$ cat src/rtl/plus_asic_pkg.sv
// plus_asic_pkg: shared constants and types for the CPC+ ASIC unlock logic
package plus_asic_pkg;

    localparam int         TAB_LEN  = 14;
    localparam logic [3:0] LAST_IDX = 4'd13;

    // Unlock byte sequence written to the CRTC select port, entry 0 first
    localparam logic [0:TAB_LEN-1][7:0] UNLOCK_TAB = {
        8'hFF, 8'h77, 8'hB3, 8'h51, 8'hA8, 8'hD4, 8'h62,
        8'h39, 8'h9C, 8'h46, 8'h2B, 8'h15, 8'h8A, 8'hCD
    };

    typedef enum logic [1:0] {
        WAIT_NZ,
        WAIT_ZERO,
        MATCH,
        FINAL
    } state_t;

    // CRTC select decode: A[14]==0 and A[9:8]
    localparam logic [1:0] CSEL_A98  = 2'b00;
    // RMR2 decode: A[15:14] and data tag D[7:5]
    localparam logic [1:0] RMR2_AHI  = 2'b01;
    localparam logic [2:0] RMR2_DTAG = 3'b101;
    // rmr2[4:3] value that maps the ASIC register page
    localparam logic [1:0] RMR2_ASIC = 2'b11;

endpackage

$ cat src/rtl/plus_unlock_rom.sv
// plus_unlock_rom: combinational lookup of the unlock sequence byte by index
module plus_unlock_rom
    import plus_asic_pkg::*;
(
    input  logic [3:0] i_idx,
    output logic [7:0] o_byte
);

    assign o_byte = (i_idx <= LAST_IDX) ? UNLOCK_TAB[i_idx] : 8'h00;

endmodule

$ cat src/rtl/plus_asic_unlock.sv
// plus_asic_unlock: snoops Z80 I/O writes, runs the CPC+ ASIC unlock FSM and holds RMR2
module plus_asic_unlock
    import plus_asic_pkg::*;
#(
    parameter logic [7:0] FINAL_BYTE = 8'hEE
) (
    input  logic        i_clk,
    input  logic        i_reset_n,
    input  logic        i_plus_mode,
    input  logic        i_io_wr,
    input  logic [15:0] i_a,
    input  logic [7:0]  i_d,
    output logic        o_asic_unlocked,
    output logic        o_unlock_pulse,
    output logic [7:0]  o_rmr2,
    output logic        o_asic_page_en,
    output logic [3:0]  o_seq_idx
);

    logic       r_io_wr_q;
    state_t     r_state;
    logic [3:0] r_idx;
    logic       r_unlocked;
    logic       r_pulse;
    logic [7:0] r_rmr2;

    logic       w_event;
    logic       w_csel;
    logic       w_rmr2_wr;
    logic       w_zero;
    logic       w_final;
    logic       w_last;
    logic       w_tab_hit;
    logic [7:0] w_tab_byte;
    logic       w_unused;

    plus_unlock_rom u_rom (
        .i_idx  (r_idx),
        .o_byte (w_tab_byte)
    );

    // A long io_wr strobe yields a single event, on its rising edge only
    assign w_event   = i_io_wr & ~r_io_wr_q;
    assign w_csel    = w_event & ~i_a[14] & (i_a[9:8] == CSEL_A98);
    assign w_rmr2_wr = w_event & (i_a[15:14] == RMR2_AHI) & (i_d[7:5] == RMR2_DTAG) & r_unlocked;
    assign w_zero    = i_d == 8'h00;
    assign w_final   = i_d == FINAL_BYTE;
    assign w_last    = r_idx == LAST_IDX;
    assign w_tab_hit = i_d == w_tab_byte;
    assign w_unused  = &{1'b0, i_a[13:10], i_a[7:0]};

    // Registered copy of the write strobe for edge detection
    always_ff @(posedge i_clk or negedge i_reset_n) begin
        if (!i_reset_n) r_io_wr_q <= 1'b0;
        else            r_io_wr_q <= i_io_wr;
    end

    // Unlock FSM, unlocked flag, unlock pulse and RMR2 register
    always_ff @(posedge i_clk or negedge i_reset_n) begin
        if (!i_reset_n) begin
            r_state    <= WAIT_NZ;
            r_idx      <= 4'd0;
            r_unlocked <= 1'b0;
            r_pulse    <= 1'b0;
            r_rmr2     <= 8'h00;
        end else if (!i_plus_mode) begin
            r_state    <= WAIT_NZ;
            r_idx      <= 4'd0;
            r_unlocked <= 1'b0;
            r_pulse    <= 1'b0;
        end else begin
            r_pulse <= 1'b0;
            if (w_rmr2_wr) r_rmr2 <= i_d;
            if (w_csel) begin
                case (r_state)
                    WAIT_NZ: begin
                        if (!w_zero) r_state <= WAIT_ZERO;
                    end
                    WAIT_ZERO: begin
                        if (w_zero) r_state <= MATCH;
                        r_idx <= 4'd0;
                    end
                    MATCH: begin
                        if (w_tab_hit) begin
                            r_state <= w_last ? FINAL : MATCH;
                            r_idx   <= w_last ? 4'd0 : r_idx + 4'd1;
                        end else begin
                            r_state <= w_zero ? MATCH : WAIT_ZERO;
                            r_idx   <= 4'd0;
                        end
                    end
                    FINAL: begin
                        r_unlocked <= w_final;
                        r_pulse    <= w_final & ~r_unlocked;
                        r_state    <= w_zero ? MATCH : WAIT_ZERO;
                        r_idx      <= 4'd0;
                    end
                    default: begin
                        r_state <= WAIT_NZ;
                        r_idx   <= 4'd0;
                    end
                endcase
            end
        end
    end

    assign o_asic_unlocked = r_unlocked;
    assign o_unlock_pulse  = r_pulse;
    assign o_rmr2          = r_rmr2;
    assign o_seq_idx       = r_idx;
    assign o_asic_page_en  = r_unlocked & (r_rmr2[4:3] == RMR2_ASIC);

endmodule

$ cat config.mk
export PLATFORM = sky130hd
export DESIGN_NAME = plus_asic_unlock
export DESIGN_NICKNAME = d
export VERILOG_FILES = /design/src/rtl/plus_asic_pkg.sv /design/src/rtl/plus_unlock_rom.sv /design/src/rtl/plus_asic_unlock.sv
export SDC_FILE = /design/constraint.sdc
export NUM_CORES = 1
export LEC_CHECK = 0
export ABC_AREA = 1
export CORE_UTILIZATION = 47
export CTS_CLUSTER_DIAMETER = 80
export DETAILED_ROUTE_END_ITERATION = 8
export GPL_TIMING_DRIVEN = 0
export PLACE_DENSITY = 0.85
export SETUP_SLACK_MARGIN = 0.15
export SYNTH_ARGS = -nofsm -noshare
export SYNTH_HDL_FRONTEND = slang
export SYNTH_HIERARCHICAL = 1
export SYNTH_SLANG_ARGS = --single-unit
$ cat constraint.sdc
create_clock -name i_clk -period 2.6 [get_ports i_clk]
set_input_delay 0.65 -clock i_clk [delete_from_list [all_inputs] [get_ports i_clk]]
set_output_delay 0.65 -clock i_clk [all_outputs]
set_load 0.05 [all_outputs]
==> out/qor.csv, run 1 <==
metric;value;unit
status;complete, but fails checks;
violations;design-rule violations;
syn_area_per_cell;6.559;um^2
cts_buffers;3;
slew_viol_final;0;
ys_async_sr_fraction;1.000;
synth-main-ff-cell;dfrtp_1;
crit_fanout;3;
fin_nets;299;
critPathArrivalTime;1.65;ns
clockRootBuffer;clkbuf_4;
wl_per_cell;10.97;um
clock_latency;0.30;ns
first_iter_violations;51;
synth_cells;223;
seqPwrFrac;0.499;
overflow;0;
yosysUniqueCellTypes;26;
crit_chain;inv_1 -> nor2_1 -> clkdlybuf4s50_1;
firstDrtPassIters;6;
p_sw_frac;0.3347;
antenna_found_initial;0;
synth_top_area_cell;dfrtp_1;
maxCapViolCount;0;
ir_drop;0.2331;mV
end_kind;primary output;
ys_warn_count;6;
vias_per_cell;5.003;
die_x;57.79;um
clk_pin_slew;0.10;ns
finalPower;0.0005982;W
p_clk_frac;0.245;
setup-tns-final;0;ns
grt_pass1_vias;1317;
synth_fp_nets;260;
synth_edf_count;0;
timing.fmax;434.7;MHz
comb_power_share;0.256;
hp-class;flop to flop;
cp_slowest_stage_delay;0.80;ns
ctsHoldBuffers;0;
die_area;3339;um^2
rows;19;
postRouteAntennaNets;0;
power.density;321.5;nW/um^2
fp.dieH;57.79;um
fillers;262;
yosys-top-cells-area;dfrtp_1 (29%), nand2_1 (17%), inv_1 (10%);
core_area;2853;um^2
layout_commonest_cell;nand2_1;
p_int;0.0003980;W
cts_tree;yes;
synthToLayoutAreaGrowth;27.20;%
dp_hpwl;2.526;mm
mostFrequentLayoutCells;nand2_1 (68), inv_1 (38), clkdlybuf4s50_1 (29);
drive_gt1_frac;0.1264;
synth_top_area_frac;0.2908;
synth_seq_cells;17;
power.leakage;1.011;nW
cts.sinks;17;
cts_max_path_buffers;2;
gp_congestion;0.8465;
setup_violations;0;
worst_path_max_delay_cell;clkdlybuf4s50_1;
track_usage;0.2135;
wl;3.204;mm
cp_data_required_time;1.95;ns
critPathLaunchType;flop;
initial_core_util;0.5127;
routed-via-count;1461;
hold_path.startpoint;o_asic_unlocked;
rsz0062_at_grt;no;
post-route-drc-count;4;
antenna_cells;0;
crit_type;flop to primary output;
ioPinCount;43;
rr_startpoint;o_seq_idx[1];
finalHoldViolations;0;
fin_crit_sh;0.8847;
power.switching;0.0002002;W
port_buffers;30;
slew_headroom;0.5034;
worst_pin_slew;0.7426;ns
h-tree-depth;1;
skew;0.005761;ns
crit_start;o_asic_unlocked;
period_minus_slack;2.300;ns
synth.cell_area;1463;um^2
seq_area_frac_synth;0.2908;
pre_cts_ws;0.1792;ns
worst_slack;0.2998;ns
grt_pass1_wl;5.506;mm
grt_max_degree;18;
logic make-up after synthesis:
group                      count (synthesis)  synth area share
AOI/OAI and AO/OA                         17           0.07443
and+or+nand+nor                          133            0.4029
DFF                                       17            0.2908
xor gates and xnor gates                   2           0.01198
adders and majority gates                  9           0.07699
buffers and inverters                     45            0.1429
worst max-delay path, delay by kind of cell (launching register included):
kind | cells | cell delay (ns)
flops | 1 | 0.38
simple gates | 1 | 0.10
buf+inv | 2 | 0.88
cells in the mapped netlist, types with 2 or more instances:
master,number
a21oi_1,6
buf_6,2
dfrtp_1,17
ha_1,9
inv_1,39
nand2_1,68
nand2_2,4
nand3_1,20
nand3_2,2
nand4_1,3
nor2_1,24
nor2_2,2
nor3_1,6
o21ai_0,4
o21ai_2,5
xor2_1,2
state kept, by name (all words and copies together), names as in the netlist:
signal / cells
o_rmr2: 8
r_state: 2
o_seq_idx: 4
r_io_wr_q: 1
o_asic_unlocked: 1
o_unlock_pulse: 1
worst paths after layout:
path	to	slack [ns]	cells past startpoint
worst min register to register	o_unlock_pulse	0.45	1
worst max register to register	o_seq_idx[0]	0.42	16
worst max-delay path	o_asic_page_en	0.30	3
max in group asynchronous	o_seq_idx[0]	1.31	1
min in group asynchronous	o_unlock_pulse	0.78	1
worst min-delay path	o_unlock_pulse	0.45	1
power by group through the flow:
stage	Clock [W]	Sequential (W)	Combinational, W
finish	0.000147	0.000299	0.000153
global route	0.000164	0.000302	0.000176
CTS	0.000150	0.000298	0.000153
detailed placement	0	0.000303	0.000152
global placement	0	0.000304	0.000148
floorplan	0	0.000299	0.0000998
routing by layer:
layer	global-route usage	vias to the layer above	wire length, um
met4	0.1020	0	68
met2	0.3654	46	1483
met5	0	-	0
li1	-	766	-
met1	0.2662	642	1502
met3	0.02902	7	149
timing repair:
action / CTS / global route
setup buffers: 0 / 4
setup endpoints to repair: 6 / 5
endpoints found under the hold margin: 0 / 0
resized for setup: 2 / 2
area by class of cell:
cell class                      instances  area [um^2]  area share
Tap cell                               31        38.79     0.02085
Inverter                               41        158.9     0.08541
Timing Repair Buffer                   34        329.1      0.1769
Buffer                                  4        50.05     0.02690
Clock buffer                            3        22.52     0.01210
Multi-Input combinational cell        161        828.3      0.4452
Sequential cell                        17        427.9      0.2300
Clock inverter                          1        5.005    0.002690
metrics by stage:
step	cell area, um^2	util	instances	hold WS, ns
4_1_cts	1829	0.6412	288	0.4588
5_1_grt	1861	0.6522	292	0.4818
3_5_place_dp	1802	0.6316	284	0.4441
3_3_place_gp	1802	0.6316	284	0.4345
6_report	1861	0.6522	292	0.4538
2_1_floorplan	1463	-	223	0.3544
Note: power is estimated with default switching activity, not from simulation.
==> run 2, diff against run 1 <==
--- a/config.mk
+++ b/config.mk
@@ -10,6 +10,7 @@
 export CTS_CLUSTER_DIAMETER = 80
 export DETAILED_ROUTE_END_ITERATION = 8
 export GPL_TIMING_DRIVEN = 0
+export HOLD_SLACK_MARGIN = 0.12
 export PLACE_DENSITY = 0.85
 export SETUP_SLACK_MARGIN = 0.15
 export SYNTH_ARGS = -nofsm -noshare
==> results of run 2 <==
The final DEF is identical to that of run 1; final timing and power are the same.
